**src/rtl/router_input_port.sv**
```systemverilog
// Router input port: buffers incoming flits in a small FIFO, computes the XY route of
// the head flit, raises a one-hot switch request and returns one credit per popped flit.
module router_input_port #(
  parameter int unsigned DEPTH = 4,
  parameter int unsigned X_POS = 0,
  parameter int unsigned Y_POS = 0
) (
  input  logic                     clk,
  input  logic                     RST,
  input  logic [19:0]              datain,
  input  logic                     in_valid,
  output logic                     co,
  output logic [4:0]               req,
  input  logic [4:0]               grant,
  output logic [19:0]              dataout,
  output logic                     out_valid,
  output logic [$clog2(DEPTH):0]   count,
  output logic                     overflow
);

  localparam int unsigned PtrW = $clog2(DEPTH);
  localparam int unsigned CntW = PtrW + 1;

  localparam logic [1:0] XPos = 2'(X_POS);
  localparam logic [1:0] YPos = 2'(Y_POS);

  localparam logic [4:0] PortLocal = 5'b00001;
  localparam logic [4:0] PortEast  = 5'b00010;
  localparam logic [4:0] PortWest  = 5'b00100;
  localparam logic [4:0] PortNorth = 5'b01000;
  localparam logic [4:0] PortSouth = 5'b10000;

  logic [19:0]     mem_q [DEPTH];
  logic [PtrW-1:0] wr_ptr_q, wr_ptr_d;
  logic [PtrW-1:0] rd_ptr_q, rd_ptr_d;
  logic [CntW-1:0] count_q, count_d;
  logic            co_q, co_d;
  logic            overflow_q, overflow_d;

  logic       full;
  logic       push;
  logic       pop;
  logic [1:0] dx, dy;
  logic [4:0] route;

  assign dataout   = mem_q[rd_ptr_q];
  assign out_valid = (count_q != '0);
  assign count     = count_q;
  assign co        = co_q;
  assign overflow  = overflow_q;

  // XY dimension-order routing on the head flit: resolve x first, then y.
  always_comb begin
    dx    = dataout[17:16];
    dy    = dataout[19:18];
    route = PortLocal;
    if (dx > XPos) begin
      route = PortEast;
    end else if (dx < XPos) begin
      route = PortWest;
    end else if (dy > YPos) begin
      route = PortNorth;
    end else if (dy < YPos) begin
      route = PortSouth;
    end
    req = out_valid ? route : 5'b00000;
  end

  // req is one-hot whenever valid, so equality rejects multi-bit and mismatched grants.
  always_comb begin
    full = (count_q == CntW'(DEPTH));
    pop  = out_valid && (grant == req);
    push = in_valid && (!full || pop);
  end

  always_comb begin
    wr_ptr_d   = wr_ptr_q;
    rd_ptr_d   = rd_ptr_q;
    count_d    = count_q;
    co_d       = pop;
    overflow_d = overflow_q;
    if (push) begin
      wr_ptr_d = wr_ptr_q + PtrW'(1);
    end
    if (pop) begin
      rd_ptr_d = rd_ptr_q + PtrW'(1);
    end
    unique case ({push, pop})
      2'b10:   count_d = count_q + CntW'(1);
      2'b01:   count_d = count_q - CntW'(1);
      default: count_d = count_q;
    endcase
    if (in_valid && full && !pop) begin
      overflow_d = 1'b1;
    end
  end

  always_ff @(posedge clk) begin
    if (RST) begin
      wr_ptr_q   <= '0;
      rd_ptr_q   <= '0;
      count_q    <= '0;
      co_q       <= 1'b0;
      overflow_q <= 1'b0;
    end else begin
      wr_ptr_q   <= wr_ptr_d;
      rd_ptr_q   <= rd_ptr_d;
      count_q    <= count_d;
      co_q       <= co_d;
      overflow_q <= overflow_d;
    end
  end

  // Storage needs no reset; contents are only observed while count is non-zero.
  always_ff @(posedge clk) begin
    if (!RST && push) begin
      mem_q[wr_ptr_q] <= datain;
    end
  end

endmodule
```
**config.mk**
```make
export PLATFORM = sky130hd
export DESIGN_NAME = router_input_port
export DESIGN_NICKNAME = d
export VERILOG_FILES = /design/src/rtl/router_input_port.sv
export SDC_FILE = /design/constraint.sdc
export NUM_CORES = 1
export LEC_CHECK = 0
export ABC_AREA = 1
export BUFFER_PORTS_ARGS = -buffer_cell sky130_fd_sc_hd__buf_2
export CAP_MARGIN = 10
export CORE_UTILIZATION = 55
export DETAILED_ROUTE_END_ITERATION = 10
export GPL_TIMING_DRIVEN = 0
export PLACE_DENSITY = 0.78
export SLEW_MARGIN = 40
export SYNTH_ARGS = -nofsm -noshare
export SYNTH_HDL_FRONTEND = slang
export SYNTH_SLANG_ARGS = --single-unit
```
**constraint.sdc**
```tcl
create_clock -name clk -period 7.1 [get_ports clk]
set_clock_uncertainty 0.2 [all_clocks]
set_input_delay 0.71 -clock clk [delete_from_list [all_inputs] [get_ports clk]]
set_output_delay 0.71 -clock clk [all_outputs]
set_load 0.01 [all_outputs]
```
==> results of run 1 <==
## cell usage after synthesis, types with 2 or more instances
master                      n
sky130_fd_sc_hd__nor2_1    46
sky130_fd_sc_hd__buf_4      3
sky130_fd_sc_hd__o21ai_0   32
sky130_fd_sc_hd__dfxtp_1   11
sky130_fd_sc_hd__ha_1       4
sky130_fd_sc_hd__edfxtp_1  80
sky130_fd_sc_hd__nand2_2    4
sky130_fd_sc_hd__a21oi_1    7
sky130_fd_sc_hd__clkbuf_1   8
sky130_fd_sc_hd__inv_2      3
sky130_fd_sc_hd__nand4_1    2
sky130_fd_sc_hd__o22ai_1   16
sky130_fd_sc_hd__buf_2      2
sky130_fd_sc_hd__inv_1     24
sky130_fd_sc_hd__nand2_1   29
sky130_fd_sc_hd__nand3_2    2
sky130_fd_sc_hd__nor2_4     2
sky130_fd_sc_hd__nand3_1   17
## registers in the layout, indices dropped and copies added, names as in the netlist, named ones only
name      flops
co            1
wr_ptr_q      2
overflow      1
rd_ptr_q      2
mem_q        80
count         3
## critical path, stage by stage (launching register included)
cell	delay [ns]
sky130_fd_sc_hd__dfxtp_1	0.42
sky130_fd_sc_hd__inv_2	0.09
sky130_fd_sc_hd__buf_6	0.15
sky130_fd_sc_hd__nand2_1	0.06
sky130_fd_sc_hd__nand3_1	0.06
sky130_fd_sc_hd__nand2_1	0.10
sky130_fd_sc_hd__nand2_1	0.12
sky130_fd_sc_hd__o21bai_1	0.17
sky130_fd_sc_hd__nand2_1	0.07
sky130_fd_sc_hd__nor2_2	0.15
sky130_fd_sc_hd__nand2_4	0.13
sky130_fd_sc_hd__nand4_4	0.12
sky130_fd_sc_hd__nand3_1	0.32
sky130_fd_sc_hd__nor2_4	0.45
sky130_fd_sc_hd__buf_8	0.21
## worst paths after layout
| check | startpoint | cells after the start | slack [ns] | end |
|---|---|---|---|---|
| setup / recovery | flop | 14 | 3.99 | mem_q[3][4]$_DFFE_PP_ |
| hold / removal | overflow$_SDFFE_PP0P_ | 2 | 0.28 | overflow$_SDFFE_PP0P_ |
| setup reg to reg | flop | 14 | 3.99 | mem_q[3][4]$_DFFE_PP_ |
| hold reg to reg | overflow$_SDFFE_PP0P_ | 2 | 0.28 | overflow$_SDFFE_PP0P_ |
## power groups by stage
stage,Sequential [mW],Combinational [mW],Clock (mW)
6_report,0.604,0.0872,0.296
3_3_place_gp,0.617,0.0772,0
4_1_cts,0.604,0.0876,0.302
2_1_floorplan,0.617,0.0468,0
3_5_place_dp,0.616,0.0869,0
5_1_grt,0.606,0.0968,0.321
## per-stage QoR
| stage | instances | hold slack, ns | power, mW |
|---|---|---|---|
| after floorplan | 308 | 0.273 | 0.663 |
| after global placement | 440 | 0.252 | 0.694 |
| after detailed placement | 444 | 0.262 | 0.703 |
| after CTS | 460 | 0.283 | 0.994 |
| after global routing | 460 | 0.303 | 1.02 |
| final | 460 | 0.277 | 0.988 |
## kinds of logic (layout without fill, tap and decap cells)
| logic type | count (synthesis) | in the layout | synth area share |
|---|---|---|---|
| simple gates | 110 | 110 | 0.140 |
| flops | 91 | 91 | 0.705 |
| compound gates | 57 | 57 | 0.0827 |
| buf+inv | 42 | 117 | 0.0481 |
| fa+ha+maj | 5 | 5 | 0.0188 |
| other cells | 1 | 2 | 0.00101 |
| xor+xnor | 1 | 1 | 0.00437 |
## cell type report
| class | instances | area share |
|---|---|---|
| tap | 77 | 0.0220 |
| clock buffer | 9 | 0.0283 |
| clock inverter | 7 | 0.0103 |
| multi-input combinational | 175 | 0.217 |
| sequential | 91 | 0.599 |
| timing repair buffer | 59 | 0.0823 |
| inverter | 27 | 0.0231 |
| buffer | 15 | 0.0177 |
## routing by layer
layer | routed length (µm) | vias to the layer above
met2 | 3380 | 74
met1 | 2940 | 1129
met3 | 396 | 11
met4 | 133 | 0
li1 | - | 1212
met5 | 0 | -
## layout by cell type, fill, tap and decap left out, types with 2 or more instances in the layout
cell type,count
sky130_fd_sc_hd__edfxtp_1,80
sky130_fd_sc_hd__buf_2,57
sky130_fd_sc_hd__nor2_1,42
sky130_fd_sc_hd__o21ai_0,32
sky130_fd_sc_hd__nand2_1,29
sky130_fd_sc_hd__inv_1,24
sky130_fd_sc_hd__nand3_1,17
sky130_fd_sc_hd__o22ai_1,16
sky130_fd_sc_hd__dfxtp_1,11
sky130_fd_sc_hd__clkbuf_8,9
sky130_fd_sc_hd__clkbuf_1,8
sky130_fd_sc_hd__a21oi_1,7
sky130_fd_sc_hd__nor2_4,6
sky130_fd_sc_hd__nand2_2,4
sky130_fd_sc_hd__ha_1,4
sky130_fd_sc_hd__inv_2,3
sky130_fd_sc_hd__buf_4,3
sky130_fd_sc_hd__clkinvlp_4,3
sky130_fd_sc_hd__nand3_2,2
sky130_fd_sc_hd__nand4_1,2
sky130_fd_sc_hd__conb_1,2
sky130_fd_sc_hd__clkinv_2,2
sky130_fd_sc_hd__buf_8,2
sky130_fd_sc_hd__buf_16,2
==> results.ini, run 1 <==
[pwr]
internal-power_mw=0.756
power.density_cell_area_mw_per_mm2=226
part_of_the_total_power_dissipated_in_the_clock_network=0.300
vdd.ir_drop.worst_uv=144
net-switching-power_mw=0.232
sw_frac_of_total=0.235
p_leak_nw=1.69
power.combinational.fraction=0.088
p_seq_frac=0.612

[drt]
finalWirelength_mm=6.86
number_of_drc_violations_after_detailed_routing_iteration_0=139
via_count=2426
drc_errors=6
final_antenna_net_count=0
dr.pass1.iters=7
detail_route.wl_per_cell_um=14.9
viasPerCell=5.27

[clock_network]
clock_tree_from_tritoncts=yes
cts.repair.resized=0
number_of_buffers_created_by_cts=9
cts-root-to-sink-buffers=2
clock_sinks=91
clock_root_buffer=sky130_fd_sc_hd__clkbuf_8
cts.repair_timing.setup_buffer_count=0
cts.htree.levels=3
clk_pin_slew_worst_paths_ns=0.08
clock_insertion_delay_worst_skew_ns=0.35
cts_hold_buffers=0

[sta]
unrepaired_setup_endpoints_after_global_routing=no
slew_headroom=0.586
tightest_slew_ns=0.622
worst_slack_ns=3.99
total_negative_slack_for_setup_checks_ns=0
layout_min_cycle_time_ns=3.11
final_max_slew_viol_count=0
post-route-period-util=0.438
setup-violations-final=0
report.final.hold_viol_count=0
maxClockFrequency_mhz=322

[grt]
track_usage=0.208
grt_busiest_layer=met2
first_global_vias=2353
grt.met1_usage=0.262
gr-usage-met3=0.0590
global_route_wire_length_before_repair_mm=11.0
grtUsageMet2=0.335
grt_overflow_total=0
grt_max_degree=16
antenna_violations_before_repair=0

[floorplanning]
floorplan.initialDensity=0.579
top_level_ports=59
die_area_mm2=0.00710
die_w_um=84.2
core_area_mm2=0.00642
die_height_um=84.2
std_cell_rows=29

[critical_path]
critPathMaxFanout=11
worst_ep_arrival_time_ns=2.97
worst-setup-path-type=flop to flop
end_kind=flop
worst-endpoint-required_ns=6.96
crit_path_start_kind=flop

[synth]
synth_flop_cell=sky130_fd_sc_hd__edfxtp_1
number_of_register_bits_inferred_by_synthesis=91
netlist_top_cells_area=sky130_fd_sc_hd__edfxtp_1 (65%), sky130_fd_sc_hd__dfxtp_1 (5.9%), sky130_fd_sc_hd__nor2_1 (4.6%), sky130_fd_sc_hd__o21ai_0 (4.3%), sky130_fd_sc_hd__nand2_1 (2.9%)
netlist_instances=307
avg_cell_area_syn_um2=12.1
synth_seq_area_share=0.705
syn-cell-area_mm2=0.00372
synth-edff-count=80
synth-warning-count=0
synth.distinct_cells=33
synth_top_cell_area_share=0.646
synthArstFlopShare=0
yosys.area.top_type=sky130_fd_sc_hd__edfxtp_1

[cells_and_area]
fin_nets=411
antennaDiodeCount=0
finish.instance_area_mm2=0.00438
multi_input_logic_area_um2=952
fillCellCount=458
post_route_cells_drive_above_1_share=0.261
ff_latch_area_mm2=0.00262
final_core_utilization=0.682
area_growth_syn_to_layout_pct=17.7

[place]
hpwl_mm=4.56
routabilityCongestion=0.800
dpl_worst_slack_ns=3.98
port_buffers=55
place_area_mm2=0.00421

[hold_path]
hold_path_class=flop to flop

[run]
drv.max_cap_violation_count=0

[status]
violations=DRC
status=finished with violations

Note: power is estimated with default switching activity, not from simulation.
==> inputs of run 2 (changes only) <==
- clock period: 7.1 -> 3 ns (I/O delays scaled with it)
==> run 2 against run 1 <==
Compared with the run above: the run still ends with DRC left; register-to-register slack worse by 3.7 ns; highest routed layer unchanged; clock power up 140%; cell area up 6.3%; clock-buffer cell count unchanged; via count up 5.4%; critical path type unchanged; global-route usage up 0.80 points; die area unchanged; flip-flop and latch count unchanged; power up 140%; critical path depth unchanged; routed wire length up 6.1%.
==> results.ini, run 2 (same netlist as run 1, synthesis figures left out) <==
[clock_network]
clock_root_buffer=sky130_fd_sc_hd__clkbuf_8  ; unchanged
clock_sinks=91  ; unchanged
clock_insertion_delay_worst_skew_ns=0.35  ; about the same
cts-root-to-sink-buffers=2  ; unchanged
clock_tree_from_tritoncts=yes  ; unchanged
cts.htree.levels=3  ; unchanged
clk_pin_slew_worst_paths_ns=0.08  ; about the same
number_of_buffers_created_by_cts=9  ; unchanged

[floorplanning]
core_area_mm2=0.00642  ; unchanged
die_w_um=84.2  ; unchanged
std_cell_rows=29  ; unchanged
floorplan.initialDensity=0.579  ; unchanged
die_area_mm2=0.00710  ; unchanged
top_level_ports=59  ; unchanged
die_height_um=84.2  ; unchanged

[sta]
setup-violations-final=0  ; unchanged
report.final.hold_viol_count=0  ; unchanged
unrepaired_setup_endpoints_after_global_routing=no  ; unchanged
final_max_slew_viol_count=0  ; unchanged
layout_min_cycle_time_ns=2.71  ; was 3.11 ns
finalHoldWorstSlack_ns=0.174  ; was 0.277 ns
post-route-period-util=0.904  ; was 0.438
worst_slack_ns=0.288  ; was 3.99 ns
tightest_slew_ns=0.631  ; was 0.622 ns
maxClockFrequency_mhz=369  ; was 322 MHz
total_negative_slack_for_setup_checks_ns=0  ; unchanged
slew_headroom=0.579  ; was 0.586

[critical_path]
critPathMaxFanout=10  ; was 11
worst-setup-path-type=flop to flop  ; unchanged
worst-endpoint-required_ns=2.86  ; was 6.96 ns
end_kind=flop  ; unchanged
worst_ep_arrival_time_ns=2.58  ; was 2.97 ns
crit_path_start_kind=flop  ; unchanged

[cells_and_area]
area_growth_syn_to_layout_pct=25.2  ; was 17.7%
top_register=mem_q  ; unchanged
largest_register_ffs=80  ; unchanged
fillCellCount=427  ; was 458
final_core_utilization=0.725  ; was 0.682
layout.cells.most_common_list=sky130_fd_sc_hd__edfxtp_1 (80), sky130_fd_sc_hd__buf_2 (57), sky130_fd_sc_hd__nor2_1 (42)  ; unchanged
mostFrequentLayoutCell=sky130_fd_sc_hd__edfxtp_1  ; unchanged
fin_nets=436  ; was 411
post_route_cells_drive_above_1_share=0.257  ; was 0.261
final_cell_count_no_fill=485  ; was 460
antennaDiodeCount=0  ; unchanged

[grt]
grt_overflow_total=0  ; unchanged
grtUsageMet2=0.360  ; was 0.335
antenna_violations_before_repair=0  ; unchanged
grt_max_degree=16  ; unchanged
first_global_vias=2463  ; was 2353
global_route_wire_length_before_repair_mm=11.4  ; was 11.0 mm
grt_busiest_layer=met2  ; unchanged
track_usage=0.216  ; was 0.208
gr-usage-met3=0.0541  ; was 0.0590
grt.met1_usage=0.271  ; was 0.262

[pwr]
power.combinational.fraction=0.100  ; was 0.088
internal-power_mw=1.81  ; was 0.756 mW
power.density_cell_area_mw_per_mm2=509  ; was 226 mW/mm²
vdd.ir_drop.worst_uv=349  ; was 144 µV
part_of_the_total_power_dissipated_in_the_clock_network=0.297  ; was 0.300
p_seq_frac=0.604  ; was 0.612
net-switching-power_mw=0.557  ; was 0.232 mW
p_leak_nw=1.81  ; was 1.69 nW
sw_frac_of_total=0.235  ; about the same

[drt]
dr.pass1.iters=7  ; unchanged
final_antenna_net_count=0  ; unchanged
via_count=2558  ; was 2426
detail_route.wl_per_cell_um=15.0  ; was 14.9 µm
finalWirelength_mm=7.28  ; was 6.86 mm
number_of_drc_violations_after_detailed_routing_iteration_0=165  ; was 139
drc_errors=6  ; unchanged
viasPerCell=5.27  ; about the same

[place]
hpwl_mm=4.56  ; unchanged
dpl_worst_slack_ns=-0.124  ; was 3.98 ns
number_of_placed_instances_with_taps_included=444  ; unchanged
port_buffers=55  ; unchanged
routabilityCongestion=0.800  ; unchanged

[status]
status=finished with violations  ; unchanged
violations=DRC  ; unchanged

[hold_path]
hold_path_class=input pin to flop  ; was flop to flop
holdCritStartpoint=grant[3]  ; was overflow$_SDFFE_PP0P_

[run]
drv.max_cap_violation_count=0  ; unchanged

[run 2: cell count changes in the layout (fill, tap and decap cells not counted), sizes merged]
cell         before  now
dlygate4sd3       0   21
buf              66   70
[run 2: routing by layer]
layer / routed length [µm] / share of wire / vias to the layer above
met1: 3160 / 0.43 / 1196
met5: 0 / 0 / -
met3: 358 / 0.049 / 16
met4: 160 / 0.022 / 0
met2: 3600 / 0.49 / 86
li1: - / - / 1260
[run 2: area by class of cell]
| cell class | instances | area [µm²] | share of cell area |
|---|---|---|---|
| multi-input cells | 175 | 965 | 0.207 |
| inverters | 27 | 101 | 0.0218 |
| flip-flops and latches | 91 | 2620 | 0.563 |
| clock inverters | 7 | 45.0 | 0.00967 |
| repair buffers | 84 | 626 | 0.134 |
| clock buffers | 9 | 124 | 0.0266 |
| plain buffers | 15 | 77.6 | 0.0167 |
| well taps | 77 | 96.3 | 0.0207 |
[run 2: final timing paths]
| kind | slack [ns] | end | cells after the start |
|---|---|---|---|
| max | 0.29 | mem_q[1][18]$_DFFE_PP_ | 14 |
| min | 0.17 | co$_SDFF_PP0_ | 4 |
| max reg2reg | 0.29 | mem_q[1][18]$_DFFE_PP_ | 14 |
| min reg2reg | 0.28 | overflow$_SDFFE_PP0P_ | 2 |
[run 2: power by group through the flow]
stage	clock, mW	sequential, mW	combinational (mW)
after floorplan	0	1.46	0.111
after global placement	0	1.46	0.183
after detailed placement	0	1.46	0.206
after CTS	0.715	1.43	0.233
after global routing	0.761	1.43	0.260
final	0.703	1.43	0.236
[run 2: what timing repair did]
action | in CTS | in global routing
pin swaps | 4 | 1
endpoints found under the hold margin | 82 | 0
buffers inserted | 4 | 0
gates resized for setup | 0 | 2
setup endpoints to repair | 51 | 80
hold buffers | 21 | 0
[run 2: worst max-delay path, stage by stage (launching register included)]
cell                       delay, ns
sky130_fd_sc_hd__dfxtp_1        0.42
sky130_fd_sc_hd__inv_2          0.09
sky130_fd_sc_hd__buf_6          0.15
sky130_fd_sc_hd__nand2_1        0.06
sky130_fd_sc_hd__nand3_1        0.06
sky130_fd_sc_hd__nand2_1        0.10
sky130_fd_sc_hd__nand2_1        0.12
sky130_fd_sc_hd__o21bai_1       0.17
sky130_fd_sc_hd__nand2_1        0.07
sky130_fd_sc_hd__nor2_2         0.15
sky130_fd_sc_hd__nand2_4        0.13
sky130_fd_sc_hd__nand4_4        0.13
sky130_fd_sc_hd__nand3_4        0.16
sky130_fd_sc_hd__nor2_4         0.22
sky130_fd_sc_hd__buf_4          0.18
[run 2: metrics by stage]
stage               area, µm²  power (mW)
finish                   4660        2.37
CTS                      4640        2.38
global placement         4100        1.64
detailed placement       4210        1.66
floorplan                3720        1.57
global route             4660        2.45
==> inputs of run 3 (changes only) <==
- clock period: 3 -> 2.85 ns (I/O delays scaled with it)
==> run 3 against run 2 <==
Compared with the run above: the flow still finishes with violations (DRC); sequential power rose by 6%; cell area increased by 0.19%; routed wire length down 0.81%; register-to-register slack lost 0.11 ns; clock-buffer cell count stayed put; combinational power increased by 6%; critical path type unchanged; largest cell class unchanged; largest power group unchanged.
==> results.ini, run 3 (same netlist as run 1, synthesis figures left out) <==
[floorplanning]
std_cell_rows=29  ; unchanged
top_level_ports=59  ; unchanged
floorplan.initialDensity=0.579  ; unchanged
die_height_um=84.2  ; unchanged
die_w_um=84.2  ; unchanged
core_area_mm2=0.00642  ; unchanged
die_area_mm2=0.00710  ; unchanged

[hold_path]
holdCritStartpoint=grant[3]  ; unchanged
hold_path_class=input pin to flop  ; unchanged
worst_hold_path.endpoint=co$_SDFF_PP0_  ; unchanged
worst_hold_path.num_cells=4  ; unchanged

[drt]
detail_route.wl_per_cell_um=14.9  ; was 15.0 µm
via_count=2530  ; was 2558
dr.pass1.iters=7  ; unchanged
final_antenna_net_count=0  ; unchanged
number_of_drc_violations_after_detailed_routing_iteration_0=146  ; was 165
finalWirelength_mm=7.22  ; was 7.28 mm
viasPerCell=5.22  ; was 5.27
drc_errors=6  ; unchanged

[sta]
maxClockFrequency_mhz=374  ; was 369 MHz
tightest_slew_ns=0.617  ; was 0.631 ns
setup-violations-final=0  ; unchanged
final_max_slew_viol_count=0  ; unchanged
layout_min_cycle_time_ns=2.67  ; was 2.71 ns
total_negative_slack_for_setup_checks_ns=0  ; unchanged
post-route-period-util=0.938  ; was 0.904
report.final.hold_viol_count=0  ; unchanged
slew_headroom=0.589  ; was 0.579

[pwr]
part_of_the_total_power_dissipated_in_the_clock_network=0.296  ; was 0.297
power.combinational.fraction=0.100  ; about the same
p_seq_frac=0.604  ; about the same
internal-power_mw=1.91  ; was 1.81 mW
p_leak_nw=1.81  ; about the same
power.density_cell_area_mw_per_mm2=534  ; was 509 mW/mm²
sw_frac_of_total=0.235  ; about the same
vdd.ir_drop.worst_uv=366  ; was 349 µV
net-switching-power_mw=0.585  ; was 0.557 mW

[clock_network]
cts-root-to-sink-buffers=2  ; unchanged
clock_sinks=91  ; unchanged
clock_root_buffer=sky130_fd_sc_hd__clkbuf_8  ; unchanged
number_of_buffers_created_by_cts=9  ; unchanged
cts.htree.levels=3  ; unchanged
clock_tree_from_tritoncts=yes  ; unchanged
clock_insertion_delay_worst_skew_ns=0.35  ; about the same
clk_pin_slew_worst_paths_ns=0.08  ; about the same

[critical_path]
end_kind=flop  ; unchanged
reg2reg_slack_ns=0.18  ; was 0.29 ns
worst-setup-path-type=flop to flop  ; unchanged
worst-r2r-cell-count=14  ; unchanged
cp_common_cell=sky130_fd_sc_hd__nand2_1  ; unchanged
worst-endpoint-required_ns=2.71  ; was 2.86 ns
crit_path_start_kind=flop  ; unchanged
cp_slowest_stage_delay_ns=0.38  ; was 0.42 ns
critPathMaxFanout=10  ; unchanged
timing.critical_path.cells=inv_2 -> buf_6 -> nand2_1 -> nand3_1 -> nand2_1 -> nand2_1 -> o21bai_1 -> nand2_1 -> nor2_4 -> nand2_4 -> nand4_4 -> nand3_4 -> nor2_4 -> buf_4  ; was inv_2 -> buf_6 -> nand2_1 -> nand3_1 -> nand2_1 -> nand2_1 -> o21bai_1 -> nand2_1 -> nor2_2 -> nand2_4 -> nand4_4 -> nand3_4 -> nor2_4 -> buf_4
r2r_end=mem_q[1][18]$_DFFE_PP_  ; unchanged
worst_ep_arrival_time_ns=2.53  ; was 2.58 ns
critPathSlowestCell=sky130_fd_sc_hd__dfxtp_2  ; was sky130_fd_sc_hd__dfxtp_1

[cells_and_area]
ff_latch_area_mm2=0.00262  ; about the same
antennaDiodeCount=0  ; unchanged
area_growth_syn_to_layout_pct=25.4  ; was 25.2%
final_core_utilization=0.726  ; was 0.725
layout.cells.most_common_list=sky130_fd_sc_hd__edfxtp_1 (80), sky130_fd_sc_hd__buf_2 (56), sky130_fd_sc_hd__nor2_1 (42)  ; was sky130_fd_sc_hd__edfxtp_1 (80), sky130_fd_sc_hd__buf_2 (57), sky130_fd_sc_hd__nor2_1 (42)
largest_register_ffs=80  ; unchanged
post_route_cells_drive_above_1_share=0.260  ; was 0.257
finish.instance_area_mm2=0.00467  ; was 0.00466 mm²
final_cell_count_no_fill=485  ; unchanged
mostFrequentLayoutCell=sky130_fd_sc_hd__edfxtp_1  ; unchanged
fin_nets=436  ; unchanged
fillCellCount=422  ; was 427
multi_input_logic_area_um2=970  ; was 965 µm²
top_register=mem_q  ; unchanged

[status]
status=finished with violations  ; unchanged
violations=DRC  ; unchanged

[grt]
global_route_wire_length_before_repair_mm=11.5  ; was 11.4 mm
antenna_violations_before_repair=0  ; unchanged
first_global_vias=2460  ; was 2463
grt_overflow_total=0  ; unchanged
track_usage=0.218  ; was 0.216
grt_max_degree=16  ; unchanged

[place]
place_area_mm2=0.00421  ; unchanged
number_of_placed_instances_with_taps_included=444  ; unchanged
routabilityCongestion=0.800  ; unchanged
port_buffers=55  ; unchanged
hpwl_mm=4.56  ; unchanged

[run]
drv.max_cap_violation_count=0  ; unchanged

-- run 3: worst max-delay path: cells and delay by family, from the launching register on --
kind	cells	cell delay (ns)
AOI/OAI and AO/OA	1	0.20
buffers and inverters	3	0.39
DFF	1	0.38
and+or+nand+nor	10	1.20
-- run 3: layout make-up --
cell class / count / share of cell area
repair buffers: 84 / 0.134
well taps: 77 / 0.0206
multi-input cells: 175 / 0.208
plain buffers: 15 / 0.0172
clock inverters: 7 / 0.00965
clock buffers: 9 / 0.0265
flip-flops and latches: 91 / 0.562
inverters: 27 / 0.0217
-- run 3: per-layer routing --
metal	vias up	track usage	routed length, µm
met3	14	0.0541	360
met2	77	0.364	3580
met4	0	0.0956	176
met1	1178	0.272	3100
met5	-	0	0
li1	1261	-	-
-- run 3: worst max-delay path by stage --
stage	start	depth (start not counted)	end	slack [ns]
final	flop	14	mem_q[1][18]$_DFFE_PP_	0.18
after detailed placement	flop	14	mem_q[3][15]$_DFFE_PP_	-0.27
after floorplan	flop	13	mem_q[0][0]$_DFFE_PP_	-0.16
after global placement	flop	13	mem_q[0][15]$_DFFE_PP_	-1.01
after global routing	flop	14	mem_q[2][1]$_DFFE_PP_	-0.007
after CTS	flop	14	mem_q[0][10]$_DFFE_PP_	0.07
-- run 3: stage by stage --
step	setup slack, ns	hold slack (ns)	total power [mW]
2_1_floorplan	-0.162	0.157	1.65
3_3_place_gp	-1.01	0.252	1.73
3_5_place_dp	-0.274	0.262	1.75
4_1_cts	0.0685	0.152	2.50
5_1_grt	-0.00693	0.181	2.58
6_report	0.176	0.161	2.49
-- run 3: timing repair --
action	in CTS	in global routing
endpoints found under the hold margin	82	0
endpoints found under the setup margin	80	80
pin swaps	4	1
gates resized for setup	1	4
hold buffers	21	0
setup buffers	4	0
-- run 3: power by group through the flow --
stage               clock, mW  combinational (mW)  sequential (mW)
finish                  0.738               0.249             1.51
global route            0.801               0.274             1.51
CTS                     0.753               0.246             1.50
detailed placement          0               0.217             1.54
global placement            0               0.192             1.54
floorplan                   0               0.117             1.54
